## src/rtl/i2c_temp_responder_pkg.sv

```systemverilog
// i2c_temp_responder_pkg: shared state encoding and constants for the I2C temperature responder
package i2c_temp_responder_pkg;
  typedef enum logic [2:0] {
    S_IDLE, S_ADDR, S_ADDR_ACK, S_WR_BYTE, S_WR_ACK, S_RD_BYTE, S_RD_ACK
  } state_e;
  localparam logic [6:0] DEFAULT_ADDR = 7'h4B;
  localparam int SYNC_STAGES = 2;
endpackage

```

## src/rtl/i2c_temp_responder_bus_sync.sv

```systemverilog
// i2c_bus_sync: synchronises SCL/SDA and produces registered edge and START/STOP strobes
module i2c_bus_sync
  import i2c_temp_responder_pkg::*;
(
  input  logic clk,
  input  logic rst_n,
  input  logic scl_in,
  input  logic sda_in,
  output logic sda_s,
  output logic scl_rise,
  output logic scl_fall,
  output logic start_det,
  output logic stop_det
);
  logic [SYNC_STAGES-1:0] scl_q, sda_q;
  logic scl_h, sda_h, scl_n, sda_n;
  assign scl_n = scl_q[SYNC_STAGES-1];
  assign sda_n = sda_q[SYNC_STAGES-1];
  assign sda_s = sda_h;
  // Flops reset high so an idle bus produces no spurious edge after reset
  always_ff @(posedge clk or negedge rst_n)
    if (!rst_n) begin
      scl_q     <= '1;
      sda_q     <= '1;
      scl_h     <= 1'b1;
      sda_h     <= 1'b1;
      scl_rise  <= 1'b0;
      scl_fall  <= 1'b0;
      start_det <= 1'b0;
      stop_det  <= 1'b0;
    end else begin
      scl_q     <= {scl_q[SYNC_STAGES-2:0], scl_in};
      sda_q     <= {sda_q[SYNC_STAGES-2:0], sda_in};
      scl_h     <= scl_n;
      sda_h     <= sda_n;
      scl_rise  <= scl_n & ~scl_h;
      scl_fall  <= ~scl_n & scl_h;
      start_det <= scl_n & scl_h & sda_h & ~sda_n;
      stop_det  <= scl_n & scl_h & ~sda_h & sda_n;
    end
endmodule

```

## src/rtl/i2c_temp_responder.sv

```systemverilog
// i2c_temp_responder: I2C target returning a 16-bit temperature word and accepting pointer writes
module i2c_temp_responder
  import i2c_temp_responder_pkg::*;
#(
  parameter logic [6:0] ADDR        = DEFAULT_ADDR,
  parameter int         HOLD_CYCLES = 30
) (
  input  logic        clk_100MHz,
  input  logic        reset,
  input  logic        scl_in,
  input  logic        sda_in,
  input  logic [15:0] temp_data,
  output logic        sda_oe,
  output logic        busy,
  output logic [7:0]  ptr_reg,
  output logic        rd_done
);
  localparam int HW = $clog2(HOLD_CYCLES);
  state_e        state;
  logic [3:0]    cnt;
  logic [6:0]    sr;
  logic          rw, half, pend, oe_want;
  logic [15:0]   tx;
  logic [HW-1:0] hcnt;
  logic [7:0]    byte_in, cur_byte;
  logic          sda_s, scl_rise, scl_fall, start_det, stop_det;
  i2c_bus_sync u_sync (
    .clk       (clk_100MHz),
    .rst_n     (reset),
    .scl_in    (scl_in),
    .sda_in    (sda_in),
    .sda_s     (sda_s),
    .scl_rise  (scl_rise),
    .scl_fall  (scl_fall),
    .start_det (start_det),
    .stop_det  (stop_det)
  );
  always_comb begin
    byte_in  = {sr, sda_s};
    cur_byte = half ? tx[7:0] : tx[15:8];
    oe_want  = (state == S_ADDR_ACK) || (state == S_WR_ACK) ||
               (state == S_RD_BYTE && !cur_byte[~cnt[2:0]]);
  end
  always_ff @(posedge clk_100MHz or negedge reset)
    if (!reset) begin
      state   <= S_IDLE;
      cnt     <= '0;
      sr      <= '0;
      rw      <= 1'b0;
      half    <= 1'b0;
      tx      <= '0;
      busy    <= 1'b0;
      ptr_reg <= '0;
      rd_done <= 1'b0;
    end else begin
      rd_done <= 1'b0;
      if (start_det) begin
        state <= S_ADDR;
        cnt   <= '0;
      end else if (stop_det) begin
        state <= S_IDLE;
        busy  <= 1'b0;
      end else if (scl_rise) begin
        cnt <= cnt + 4'd1;
        sr  <= byte_in[6:0];
        case (state)
          S_ADDR: if (cnt == 4'd7) begin
            state <= (byte_in[7:1] == ADDR) ? S_ADDR_ACK : S_IDLE;
            busy  <= byte_in[7:1] == ADDR;
            rw    <= byte_in[0];
          end
          // The word is captured once per read so its two bytes never tear
          S_ADDR_ACK: begin
            cnt   <= '0;
            half  <= 1'b0;
            tx    <= rw ? temp_data : tx;
            state <= rw ? S_RD_BYTE : S_WR_BYTE;
          end
          S_WR_BYTE: if (cnt == 4'd7) begin
            state   <= S_WR_ACK;
            ptr_reg <= byte_in;
          end
          S_WR_ACK: begin
            state <= S_WR_BYTE;
            cnt   <= '0;
          end
          S_RD_BYTE: if (cnt == 4'd7) state <= S_RD_ACK;
          S_RD_ACK: begin
            cnt     <= '0;
            state   <= sda_s ? S_IDLE : S_RD_BYTE;
            busy    <= ~sda_s;
            rd_done <= sda_s;
            half    <= sda_s ? half : ~half;
          end
          default: state <= S_IDLE;
        endcase
      end
    end
  // sda_oe only moves a fixed hold time after SCL falls; bus conditions cancel it
  always_ff @(posedge clk_100MHz or negedge reset)
    if (!reset) begin
      pend   <= 1'b0;
      hcnt   <= '0;
      sda_oe <= 1'b0;
    end else if (start_det || stop_det) begin
      pend   <= 1'b0;
      sda_oe <= 1'b0;
    end else if (scl_fall) begin
      pend <= 1'b1;
      hcnt <= HW'(HOLD_CYCLES - 2);
    end else if (pend) begin
      pend   <= hcnt != '0;
      hcnt   <= (hcnt != '0) ? hcnt - HW'(1) : hcnt;
      sda_oe <= (hcnt == '0) ? oe_want : sda_oe;
    end
endmodule

```

## config.mk

```make
export PLATFORM = sky130hd
export DESIGN_NAME = i2c_temp_responder
export DESIGN_NICKNAME = d
export VERILOG_FILES = /design/src/rtl/i2c_temp_responder_pkg.sv /design/src/rtl/i2c_temp_responder_bus_sync.sv /design/src/rtl/i2c_temp_responder.sv
export SDC_FILE = /design/constraint.sdc
export NUM_CORES = 1
export LEC_CHECK = 0
export ABC_AREA = 1
export BUFFER_PORTS_ARGS = -buffer_cell sky130_fd_sc_hd__clkbuf_2
export CAP_MARGIN = 40
export CORE_MARGIN = 2
export CORE_UTILIZATION = 24
export DETAILED_ROUTE_END_ITERATION = 8
export PLACE_DENSITY = 0.48
export REMOVE_ABC_BUFFERS = 1
export SYNTH_ARGS = -nofsm -noshare
export SYNTH_HDL_FRONTEND = slang
export SYNTH_HIERARCHICAL = 1
export SYNTH_SLANG_ARGS = --single-unit
export TNS_END_PERCENT = 100
```

## constraint.sdc

```tcl
create_clock -name clk_100MHz -period 3.2 [get_ports clk_100MHz]
set_input_delay 0.16 -clock clk_100MHz [delete_from_list [all_inputs] [get_ports clk_100MHz]]
set_output_delay 0.16 -clock clk_100MHz [all_outputs]
set_load 0.005 [all_outputs]
```

==> results.md <==
* Worst-Margin Slew at 674 ps
* IO Count at 31
* Final Hold Viols at 0
* Hold Slack at 50.5 ps
* Detailed Route WL at 5380 µm
* Setup violations, final at 0
* CTS Sinks at 59
* GRT Total Usage at 10.1%
* First-pass GRT wire length at 9400 µm
* Crit path DAT at 1980 ps
* WP data required at 3420 ps
* Critical path class: flop to flop
* Area grow syn2layout at 19.4%
* WL per Instance at 10.9 µm
* LEAKAGE at 1.55 nW
* Vias in the first global route at 2,067
* DRC Markers at 0
* Worst IR Drop VDD at 0.179 mV
* Max-slew violations at 0
* Initial Util at 24.7%
* Total CTS buffers at 9
* Min Tclk post-route at 1760 ps
* Max reg flops at 16
* Core area at 10,900 µm²
* CTS Buffer Depth at 2
* Mean area per synthesized cell at 8.71 µm²
* Post-synth ARST share at 100%
* Synth Flop Type: dfrtp_1
* Cell Rows at 38
* Insertion delay to the later sink of the worst-skew pair at 340 ps
* GPL Wtd Cong at 0.835
* Worst setup SP type: flop
* Avg Vias per Cell at 4.22
* Overall power at 1.87 mW
* Share of post-route cells with drive strength above 1 at 19.5%
* Setup TNS at 0 ps
* IO buf count at 30
* Yosys warnings at 6
* Crit end category: flop
* Gates resized, CTS repair at 0
* Unrepaired setup endpoints after global routing: no
* Post-synth EDFFs at 0
* Nets at 370
* Clock slew seen by the registers of the worst setup and hold paths at 70 ps
* Detailed Route Iter0 Violations at 94
* Outcome: complete, no violations
* Max Cap Viol at 0
* Register area share after synthesis at 55.1%
* Synth Register Bits at 59
* Root buffer cell: clkbuf_8
* Gate Count Post-Synth at 309
* Clk_skew at 10.0 ps
* Worst Hold Class: input pin to flop
* Post-DP HPWL at 3960 µm
* Util after Layout at 29.5%
* Post-synth cell types at 30
* CTS H-tree depth at 3
* CP max FO at 25
* CTS tree: yes
* Die ar. at 12,100 µm²
* Die Span Y at 110 µm
* Via count at 2,078
* Post-Syn Area at 2690 µm²
* Initial antenna violation count at 0
* Relative slew slack at 55.1%
* Max Clock Freq at 567 MHz
* Crit share post-route at 55.1%
* Antenna cells at 0
* Largest net degree at the start of global routing at 37
* Cell Pwr Density at 581 nW/µm²
* Horiz. Die Dim at 110 µm
* Iteration count of the initial detailed-routing pass at 4
* Final ANT Viol Nets at 0
* Grt ovf at 0
==> logic make-up after synthesis <==
kind of cell | synth area share (%)
AOI/OAI and AO/OA | 10.8
xor gates and xnor gates | 0.651
adders and majority gates | 0.930
buffers and inverters | 7.67
DFF | 55.1
muxes | 3.21
and+or+nand+nor | 21.6
==> cells in the mapped netlist, types with 2 or more instances <==
cell type	number	area, µm²
nor2_1	31	116
a21oi_1	16	80.1
o21ai_0	33	165
clkbuf_1	2	7.51
nand2_1	63	236
nor3_1	5	25.0
dfstp_2	6	158
o22ai_1	2	12.5
o211ai_1	2	15.0
nand3_1	24	120
dfrtp_1	53	1330
nor2_2	2	12.5
buf_2	3	15.0
inv_1	43	161
ha_1	2	25.0
mux2_4	2	30.0
inv_2	3	11.3
mux2_2	5	56.3
==> area by class of cell <==
type	count	area, µm²
timing repair buffer	34	188
tap	140	175
multi-input combinational	198	1000
clock inverter	5	52.6
sequential	59	1480
clock buffer	11	141
fill	1165	7670
inverter	46	173
==> where the power goes <==
group / total [mW] / switching (mW) / internal, mW
clock network: 0.656 / 0.280 / 0.376
registers: 0.903 / 0.0623 / 0.841
logic: 0.308 / 0.189 / 0.119
==> worst max-delay path, cell delays in order, from the launching register on <==
cell	delay [ps]
dfrtp_1	440
nor2_4	190
nand2_2	200
inv_2	180
nand3_4	250
mux2_4	370
==> what timing repair did <==
item	CTS	global route
hold buffers	3	0
endpoints found under the hold margin	25	0
setup buffers	0	0
endpoints found under the setup margin	0	0
==> placed cells by master, fill, tap and decap left out, types with 2 or more instances in the layout <==
cell type / count
nor2_2: 2
dlygate4sd3_1: 3
o22ai_1: 2
dfrtp_1: 53
clkbuf_8: 10
mux2_2: 5
o21ai_0: 33
nor3_1: 5
nand2_1: 63
inv_1: 43
clkbuf_2: 30
inv_2: 3
mux2_4: 2
a21oi_1: 16
clkinv_2: 3
nor2_1: 31
o211ai_1: 2
ha_1: 2
nand3_1: 24
dfstp_2: 6
==> metrics by stage <==
| stage | setup WS, ps | std cells | area [µm²] |
|---|---|---|---|
| after floorplan | 1660 | 303 | 2660 |
| after global placement | 1450 | 474 | 2990 |
| after detailed placement | 1420 | 474 | 2990 |
| after CTS | 1410 | 493 | 3210 |
| after global routing | 1180 | 493 | 3210 |
| final | 1440 | 493 | 3210 |
==> path summary, 6_finish.rpt <==
kind / start / endpoint / slack, ps / depth (start not counted)
hold / removal: temp_data[7] / tx[7] / 50 / 2
min in group asynchronous: reset / ptr_reg[3] / 370 / 2
setup / recovery: u_sync/start_det / tx[11] / 1440 / 5
setup reg to reg: u_sync/start_det / tx[11] / 1440 / 5
max in group asynchronous: reset / u_sync/sda_q[0] / 1920 / 3
hold reg to reg: u_sync/sda_q[0] / u_sync/sda_q[1] / 360 / 0
==> layer usage <==
metal / vias up / GRT usage (%) / part of all wire, %
met1: 952 / 12.9 / 50
met2: 48 / 15.2 / 43
li1: 1070 / - / -
met3: 8 / 3.68 / 4.7
met4: 0 / 4.70 / 2.0
met5: - / 0 / 0
Note: power is estimated with default switching activity, not from simulation.
